**src/rtl/dm_arbiter.sv**
```systemverilog
// dm_arbiter: two-port access controller in front of the dm_4k data memory.
// m0 (CPU load/store) and m1 (DMA/debug) compete for the memory; the winner's
// payload is captured in IDLE and replayed to the memory in ACCESS, then
// answered in RESP. Byte address/size become word address, byte enables and
// the sign-extend select. Misaligned or illegal accesses never reach memory.
module dm_arbiter #(
  parameter bit FIXED_PRIO = 1'b0
) (
  input  logic        clk,
  input  logic        rst_n,

  input  logic        m0_req,
  input  logic        m0_we,
  input  logic [11:0] m0_addr,
  input  logic [1:0]  m0_size,
  input  logic        m0_sext,
  input  logic [31:0] m0_wdata,
  output logic        m0_gnt,
  output logic        m0_rvalid,
  output logic        m0_err,
  output logic [31:0] m0_rdata,

  input  logic        m1_req,
  input  logic        m1_we,
  input  logic [11:0] m1_addr,
  input  logic [1:0]  m1_size,
  input  logic        m1_sext,
  input  logic [31:0] m1_wdata,
  output logic        m1_gnt,
  output logic        m1_rvalid,
  output logic        m1_err,
  output logic [31:0] m1_rdata,

  output logic        busy,

  output logic [9:0]  mem_addr,
  output logic [3:0]  mem_be,
  output logic [31:0] mem_din,
  output logic        mem_wr,
  output logic        mem_ue,
  input  logic [31:0] mem_dout
);

  typedef enum logic [1:0] {
    IDLE   = 2'd0,
    ACCESS = 2'd1,
    RESP   = 2'd2
  } state_t;

  state_t      state;

  // Arbitration history and captured transaction
  logic        rr_last;     // port granted most recently (1 = m1)
  logic        win;         // port owning the current transaction
  logic        cap_mis;     // current transaction is misaligned/illegal
  logic [9:0]  cap_waddr;
  logic        cap_sext;
  logic [31:0] cap_wdata;

  // Winner selection and its payload, valid only while in IDLE
  logic        pick;
  logic        sel_we;
  logic [11:0] sel_addr;
  logic [1:0]  sel_size;
  logic        sel_sext;
  logic [31:0] sel_wdata;
  logic        sel_mis;
  logic [3:0]  sel_be;

  // Byte enables for a legal access; misaligned cases are masked separately
  function automatic logic [3:0] be_of(input logic [1:0] a, input logic [1:0] size);
    logic [3:0] be;
    case (size)
      2'b00:   be = 4'b0001 << a;
      2'b01:   be = a[1] ? 4'b1100 : 4'b0011;
      2'b10:   be = 4'b1111;
      default: be = 4'b0000;
    endcase
    return be;
  endfunction

  // Half on an odd byte, word off a word boundary, or the reserved size code
  function automatic logic is_misaligned(input logic [1:0] a, input logic [1:0] size);
    logic bad;
    case (size)
      2'b00:   bad = 1'b0;
      2'b01:   bad = a[0];
      2'b10:   bad = (a != 2'b00);
      default: bad = 1'b1;
    endcase
    return bad;
  endfunction

  // Pick the winner: sole requester wins; on a tie fixed priority or round-robin
  always_comb begin
    pick = 1'b0;
    if (m0_req && m1_req) begin
      pick = FIXED_PRIO ? 1'b0 : ~rr_last;
    end else if (m1_req) begin
      pick = 1'b1;
    end
  end

  // Route the winning port's payload toward the capture registers
  always_comb begin
    sel_we    = m0_we;
    sel_addr  = m0_addr;
    sel_size  = m0_size;
    sel_sext  = m0_sext;
    sel_wdata = m0_wdata;
    if (pick) begin
      sel_we    = m1_we;
      sel_addr  = m1_addr;
      sel_size  = m1_size;
      sel_sext  = m1_sext;
      sel_wdata = m1_wdata;
    end
    sel_mis = is_misaligned(sel_addr[1:0], sel_size);
    sel_be  = be_of(sel_addr[1:0], sel_size);
  end

  // Transaction sequencer with registered handshake and memory strobes
  always_ff @(posedge clk or negedge rst_n) begin
    if (!rst_n) begin
      state     <= IDLE;
      rr_last   <= 1'b1;
      win       <= 1'b0;
      cap_mis   <= 1'b0;
      cap_waddr <= '0;
      cap_sext  <= 1'b0;
      cap_wdata <= '0;
      m0_gnt    <= 1'b0;
      m1_gnt    <= 1'b0;
      m0_rvalid <= 1'b0;
      m1_rvalid <= 1'b0;
      m0_err    <= 1'b0;
      m1_err    <= 1'b0;
      mem_be    <= '0;
      mem_wr    <= 1'b0;
    end else begin
      // Every handshake/strobe is a single-cycle pulse unless re-armed below
      m0_gnt    <= 1'b0;
      m1_gnt    <= 1'b0;
      m0_rvalid <= 1'b0;
      m1_rvalid <= 1'b0;
      m0_err    <= 1'b0;
      m1_err    <= 1'b0;
      mem_be    <= '0;
      mem_wr    <= 1'b0;
      case (state)
        IDLE: begin
          if (m0_req || m1_req) begin
            state     <= ACCESS;
            win       <= pick;
            rr_last   <= pick;
            cap_mis   <= sel_mis;
            cap_waddr <= sel_addr[11:2];
            cap_sext  <= sel_sext;
            cap_wdata <= sel_wdata;
            m0_gnt    <= ~pick;
            m1_gnt    <= pick;
            mem_be    <= sel_mis ? 4'b0000 : sel_be;
            mem_wr    <= sel_we & ~sel_mis;
          end
        end
        ACCESS: begin
          state     <= RESP;
          m0_rvalid <= ~win & ~cap_mis;
          m1_rvalid <=  win & ~cap_mis;
          m0_err    <= ~win &  cap_mis;
          m1_err    <=  win &  cap_mis;
        end
        default: begin
          state <= IDLE;
        end
      endcase
    end
  end

  // Read data is passed straight through from memory during RESP only
  assign m0_rdata = (state == RESP && !win && !cap_mis) ? mem_dout : 32'h0;
  assign m1_rdata = (state == RESP &&  win && !cap_mis) ? mem_dout : 32'h0;

  assign busy     = (state != IDLE);
  assign mem_addr = cap_waddr;
  assign mem_din  = cap_wdata;
  assign mem_ue   = cap_sext;

endmodule

```
**config.mk**
```make
export PLATFORM = sky130hd
export DESIGN_NAME = dm_arbiter
export DESIGN_NICKNAME = d
export VERILOG_FILES = /design/src/rtl/dm_arbiter.sv
export SDC_FILE = /design/constraint.sdc
export NUM_CORES = 1
export LEC_CHECK = 0
export ABC_AREA = 1
export CAP_MARGIN = 15
export CELL_PAD_IN_SITES_DETAIL_PLACEMENT = 0
export CELL_PAD_IN_SITES_GLOBAL_PLACEMENT = 2
export CORE_MARGIN = 5
export CORE_UTILIZATION = 15
export DETAILED_ROUTE_END_ITERATION = 10
export PLACE_DENSITY = 0.78
export SYNTH_ARGS = -nofsm -noshare
export SYNTH_HDL_FRONTEND = slang
export SYNTH_SLANG_ARGS = --single-unit
```
**constraint.sdc**
```tcl
create_clock -name clk -period 1.7 [get_ports clk]
set_input_delay 0.34 -clock clk [delete_from_list [all_inputs] [get_ports clk]]
set_output_delay 0.34 -clock clk [all_outputs]
set_load 0.01 [all_outputs]
```
# Word level (Yosys, flattened, before mapping)
# Index checks and enable logic that the tools add are counted.
# Widths: inputs -> output; s select.
[word_totals]
wordCells = 71
in_bits = 132
register_bits = 59
[op_classes]
muxes = 27
shift = 1
eq_ne = 5
bitwise_logic = 10
reduce_logical = 13
[ops]
columns = ["operator", "n"]
rows = [
  ["$mux 32", 3],
  ["$mux 4", 4],
  ["$mux 1", 14],
  ["$mux 12", 1],
  ["$pmux 4 s3", 1],
  ["$and 1x1->1", 5],
  ["$logic_and 1x1->1", 5],
  ["$not 1->1", 5],
  ["$eq 2x1->1 const B", 2],
  ["$eq 2x2->1 const B", 2],
  ["$logic_not 2->1", 2],
  ["$mux 2", 2],
  ["$pmux 2 s2", 1],
  ["$reduce_bool 2->1", 2],
  ["$shl 1x2->4 const A", 1],
  ["$pmux 1 s3", 1],
  ["$logic_not 1->1", 2],
  ["$ne 2x2->1 const B", 1],
  ["$reduce_and 2->1", 1],
  ["$logic_or 1x1->1", 1],
]

# Longest topological paths before layout
[logic_depth]
word_depth = 9
depth_mapped = 10

# Least setup slack after synthesis
# Ideal clock, no wire load.
[synth_timing]
path_kind = "reg2reg"
start = "reg rr_last"
end = "reg cap_waddr[9] (netlist: mem_addr[9])"
slack_ps = 340
setup_time_ps = 121
path_buffers = 2
path_stages_with_launch = 8
arrival_time_ps = 1239
cell_sequence = "dfstp_2 > nand2_2 > nand2_2 > inv_1 > buf_2 > buf_2 > o21ai_0 > o21ai_1"
[synth_via]
elab_chain_len = 3
[synth_lines]
columns = ["item", "line_no", "source"]
rows = [
  ["start, declared", "53", "logic rr_last;"],
  ["start signal, assigned", "155", "rr_last <= pick;"],
  ["$not 1->1", "98", "pick = FIXED_PRIO ? 1'b0 : ~rr_last;"],
  ["$mux 1", "97", "if (m0_req && m1_req) begin"],
  ["$mux 12", "111", "if (pick) begin"],
  ["end signal, assigned", "157", "cap_waddr <= sel_addr[11:2];"],
  ["end, declared", "56", "logic [9:0] cap_waddr;"],
]
# Every way passes these cells.
# A chain may end at the register's enable or synchronous reset.

# Worst setup path in the final report
[layout_timing]
start = "reg state[1]"
end = "out m0_rdata[0]"
[layout_via]
elab_chain_len = 4
[layout_lines]
columns = ["item", "line_no", "source"]
rows = [
  ["start, declared", "50", "state_t state;"],
  ["start signal, assigned", "125", "state <= IDLE;"],
  ["start signal, assigned", "153", "state <= ACCESS;"],
  ["start signal, assigned", "167", "state <= RESP;"],
  ["$eq 2x2->1", "181", "assign m0_rdata = (state == RESP && !win && !cap_mis) ? mem_dout : 32'h0;"],
  ["$logic_and 1x1->1 (2 in a row)", "181", ""],
  ["$mux 32", "181", ""],
  ["end, declared", "21", "output logic [31:0] m0_rdata,"],
]
# Every way passes these cells.

==> impl_metrics.prom <==
# TYPE chip_impl_metric gauge
chip_impl_info{name="outcome",value="finished with violations"} 1
chip_impl_metric{name="clock-skew-final",unit="ns"} 0.00777
chip_impl_metric{name="final_worst_setup_slack",unit="ns"} -0.147
chip_impl_metric{name="die_height",unit="um"} 154
chip_impl_metric{name="die_outline_area",unit="mm2"} 0.0236
chip_impl_info{name="worstHoldPathType",value="in2async"} 1
chip_impl_metric{name="cts.clk_slew.worst_paths",unit="ns"} 0.06
chip_impl_info{name="timing.critical_path.from_type",value="flop"} 1
chip_impl_metric{name="drtPass1Iterations",unit=""} 4
chip_impl_metric{name="num-nets-final",unit=""} 838
chip_impl_metric{name="port-buffer-count",unit=""} 250
chip_impl_info{name="crit_type",value="reg2out"} 1
chip_impl_metric{name="pwr_density_cell",unit="mW/mm2"} 1400
chip_impl_metric{name="pin_count_of_the_biggest_net_entering_global_routing",unit=""} 60
chip_impl_info{name="cpMostUsedCell",value="sky130_fd_sc_hd__nor2_4"} 1
chip_impl_metric{name="post_synth_num_cell_types",unit=""} 18
chip_impl_metric{name="post_route_cells_drive_above_1_share",unit=""} 0.238
chip_impl_metric{name="synth-seq-area-share",unit=""} 0.478
chip_impl_metric{name="power.ir.vdd_worst",unit="uV"} 547
chip_impl_metric{name="floorplan.initialDensity",unit=""} 0.153
chip_impl_info{name="commonest_cells_after_routing_fill_and_taps_aside",value="184 x sky130_fd_sc_hd__clkdlybuf4s50_1, 95 x sky130_fd_sc_hd__nand2_1, 68 x sky130_fd_sc_hd__nor2_1"} 1
chip_impl_metric{name="worst-slew-pin-transition",unit="ns"} 0.356
chip_impl_metric{name="htreeDepth",unit=""} 3
chip_impl_info{name="post-synth-top-area-cell",value="sky130_fd_sc_hd__dfrtp_1"} 1
chip_impl_metric{name="cp.required",unit="ns"} 1.36
chip_impl_metric{name="cp_num_buf_inv",unit=""} 3
chip_impl_metric{name="clock_sinks",unit=""} 59
chip_impl_info{name="critical_path.reg2reg.startpoint",value="state[1]"} 1
chip_impl_metric{name="post_synth_inst_count",unit=""} 434
chip_impl_info{name="cp_cell_sequence",value="inv_2 > nor2_4 > nand3_4 > clkbuf_16 > nor2_4 > buf_6"} 1
chip_impl_metric{name="timing.critical_path.arrival",unit="ns"} 1.51
chip_impl_metric{name="grt_pass1_vias",unit=""} 3814
chip_impl_metric{name="detailed_place_hpwl",unit="um"} 10700
chip_impl_metric{name="yosysTopAreaCellShare",unit=""} 0.470
chip_impl_metric{name="synth.cell_area",unit="mm2"} 0.00309
chip_impl_metric{name="timing.final.max_slew_violations",unit=""} 0
chip_impl_metric{name="gp_congestion",unit=""} 0.825
chip_impl_metric{name="pin_count",unit=""} 251
chip_impl_metric{name="detail_route.iter0.violations",unit=""} 127
chip_impl_metric{name="setup-tns-final",unit="ns"} -6.55
chip_impl_info{name="regToRegEndpoint",value="mem_din[18]"} 1
chip_impl_metric{name="post_drt_wl_per_cell",unit="um"} 15.5
chip_impl_metric{name="stdcell_area",unit="mm2"} 0.00657
chip_impl_metric{name="r2r_cells",unit=""} 10
chip_impl_info{name="setup.worst_path.end_class",value="primary output"} 1
chip_impl_metric{name="wl",unit="um"} 15200
chip_impl_metric{name="syn_area_per_cell",unit="um2"} 7.12
chip_impl_metric{name="cp_num_cells",unit=""} 6
chip_impl_metric{name="syn-num-nets",unit=""} 566
chip_impl_metric{name="clock_tree.buffer_depth",unit=""} 2
chip_impl_metric{name="p_leak",unit="nW"} 3.09
chip_impl_metric{name="avgViaCountPerCell",unit=""} 3.87
chip_impl_metric{name="cts_inserted_buffers",unit=""} 9
chip_impl_metric{name="drc",unit=""} 0
chip_impl_metric{name="detail-route-antenna-nets",unit=""} 0
chip_impl_info{name="most_common_library_cell_in_the_layout_ignoring_fill_and_taps",value="sky130_fd_sc_hd__clkdlybuf4s50_1"} 1
chip_impl_metric{name="synthesis.yosys.warnings",unit=""} 0
chip_impl_metric{name="grt_first_pass_wirelength",unit="um"} 21800
chip_impl_metric{name="post-layout-total-power",unit="mW"} 9.23
chip_impl_metric{name="number_of_cell_rows",unit=""} 52
chip_impl_info{name="ctsRootBufferMaster",value="sky130_fd_sc_hd__clkbuf_16"} 1
chip_impl_info{name="crit_family",value="simple AND/OR/NAND/NOR gates"} 1
chip_impl_metric{name="synth-seq-cells",unit=""} 59
chip_impl_metric{name="total_via_count_after_detailed_routing",unit=""} 3799
chip_impl_metric{name="cap_viol_max_count",unit=""} 0
chip_impl_metric{name="synthToLayoutAreaGrowth",unit="%"} 113
chip_impl_info{name="tritoncts_clock_tree",value="yes"} 1
chip_impl_metric{name="fp.dieW",unit="um"} 154
chip_impl_metric{name="fmaxAchievable",unit="MHz"} 541
chip_impl_metric{name="setup_viol_count_final",unit=""} 64
chip_impl_metric{name="antennaDiodeCount",unit=""} 0
chip_impl_info{name="grt_setup_unrepaired",value="yes"} 1
chip_impl_metric{name="coreArea",unit="mm2"} 0.0202
chip_impl_metric{name="clk_latency",unit="ns"} 0.33
chip_impl_metric{name="timing.slew.headroom",unit=""} 0.763
chip_impl_info{name="violations",value="negative setup slack"} 1
chip_impl_metric{name="crit_path_max_fanout",unit=""} 8
chip_impl_metric{name="dp_worst_setup_slack",unit="ns"} -0.219
chip_impl_metric{name="final-hold-violation-count",unit=""} 0
chip_impl_info{name="synthTopCellsByArea",value="sky130_fd_sc_hd__dfrtp_1 47%, sky130_fd_sc_hd__nor2_1 13%, sky130_fd_sc_hd__nand2_1 12%, sky130_fd_sc_hd__inv_1 5.5%, sky130_fd_sc_hd__o21ai_0 5.0%"} 1
chip_impl_metric{name="max_stage_delay",unit="ns"} 0.36
chip_impl_metric{name="grt_overflow_total",unit=""} 0
chip_impl_metric{name="grt_use_total",unit=""} 0.117
chip_impl_metric{name="layout_worst_path_cycle_share",unit=""} 1.09
chip_impl_metric{name="period_needed",unit="ns"} 1.85
chip_impl_info{name="slowest_stage",value="sky130_fd_sc_hd__dfrtp_1"} 1
chip_impl_metric{name="reg2reg_slack",unit="ns"} 0.08
chip_impl_metric{name="dpl_cell_area",unit="mm2"} 0.00609
chip_impl_metric{name="antenna_found_initial",unit=""} 0
per-layer routing:
metal  track usage  vias up  wire length [um]
met5             0        -                 0
met4        0.0383        0               252
met3        0.0368       15              1080
met2         0.197      151              7510
met1         0.142     1743              6380
li1              -     1890                 -
logic make-up (layout without fill, tap and decap cells):
kind of cell           Yosys count  in the layout  synth area share
buffers and inverters           72            349             0.104
AND/OR/NAND/NOR                241            241             0.315
AO/OA/AOI/OAI                   61             61            0.0988
multiplexers                     1              1           0.00324
flip-flops                      59             59             0.478
worst max path at each step:
stage / startpoint / slack, ns / endpoint
floorplan: rr_last / 0.34 / mem_addr[9]
global placement: mem_dout[11] / -0.22 / m0_rdata[11]
detailed placement: mem_dout[11] / -0.22 / m0_rdata[11]
CTS: state[1] / -0.21 / m0_rdata[6]
global route: state[1] / -0.25 / m0_rdata[7]
finish: state[1] / -0.15 / m0_rdata[0]
state kept, by name, summed over array words and instances (netlist names), 2 cells and up:
signal / flops
mem_din: 32
mem_addr: 10
mem_be: 4
state: 2
synthesized netlist by cell type, drive strengths merged:
| master | count |
|---|---|
| inv | 48 |
| nor2 | 105 |
| nor3 | 4 |
| dfrtp | 58 |
| nand2 | 104 |
| buf | 17 |
| dfstp | 1 |
| nand3 | 26 |
| o21ai | 61 |
| nand3b | 2 |
| mux2i | 1 |
| clkbuf | 7 |
metrics by stage:
stage,utilization,std cells,hold slack [ns]
2_1_floorplan,-,434,0.0444
3_3_place_gp,0.301,956,0.385
3_5_place_dp,0.301,956,0.390
4_1_cts,0.303,972,0.0235
5_1_grt,0.325,981,0.0436
6_report,0.325,981,0.0143
where the power goes:
part | switching, mW | total [mW] | internal (mW)
sequential | 0.325 | 2.37 | 2.05
clock | 0.686 | 1.94 | 1.25
combinational | 2.37 | 4.93 | 2.56
total | 3.38 | 9.23 | 5.85
worst reg2reg max path: stages (launching register included):
cell and delay, ns:
sky130_fd_sc_hd__dfrtp_1 0.39, sky130_fd_sc_hd__inv_2 0.08, sky130_fd_sc_hd__buf_4 0.10, sky130_fd_sc_hd__nand2_2 0.08, sky130_fd_sc_hd__buf_4 0.16, sky130_fd_sc_hd__nor2_4 0.12
sky130_fd_sc_hd__buf_12 0.14, sky130_fd_sc_hd__buf_4 0.13, sky130_fd_sc_hd__clkbuf_16 0.14, sky130_fd_sc_hd__o21ai_0 0.07, sky130_fd_sc_hd__o21ai_1 0.13
final cells by class:
| type | count | area (um2) |
|---|---|---|
| Fill cell | 2159 | 13700 |
| Timing Repair Buffer | 284 | 2760 |
| Multi-Input combinational cell | 303 | 1490 |
| Sequential cell | 59 | 1480 |
| Tap cell | 270 | 338 |
| Clock buffer | 12 | 267 |
| Inverter | 48 | 188 |
| Clock inverter | 4 | 47.5 |
| Timing Repair inverter | 1 | 6.26 |
what timing repair did:
| action | in CTS | in global routing |
|---|---|---|
| buffers inserted | 0 | 2 |
| setup endpoints to repair | 65 | 99 |
| pin swaps | 0 | 5 |
| endpoints found under the hold margin | 0 | 0 |
| cloned | 0 | 7 |
| gates resized for setup | 256 | 90 |
| hold buffers | 0 | 0 |
(Power assumes the default switching activity.)
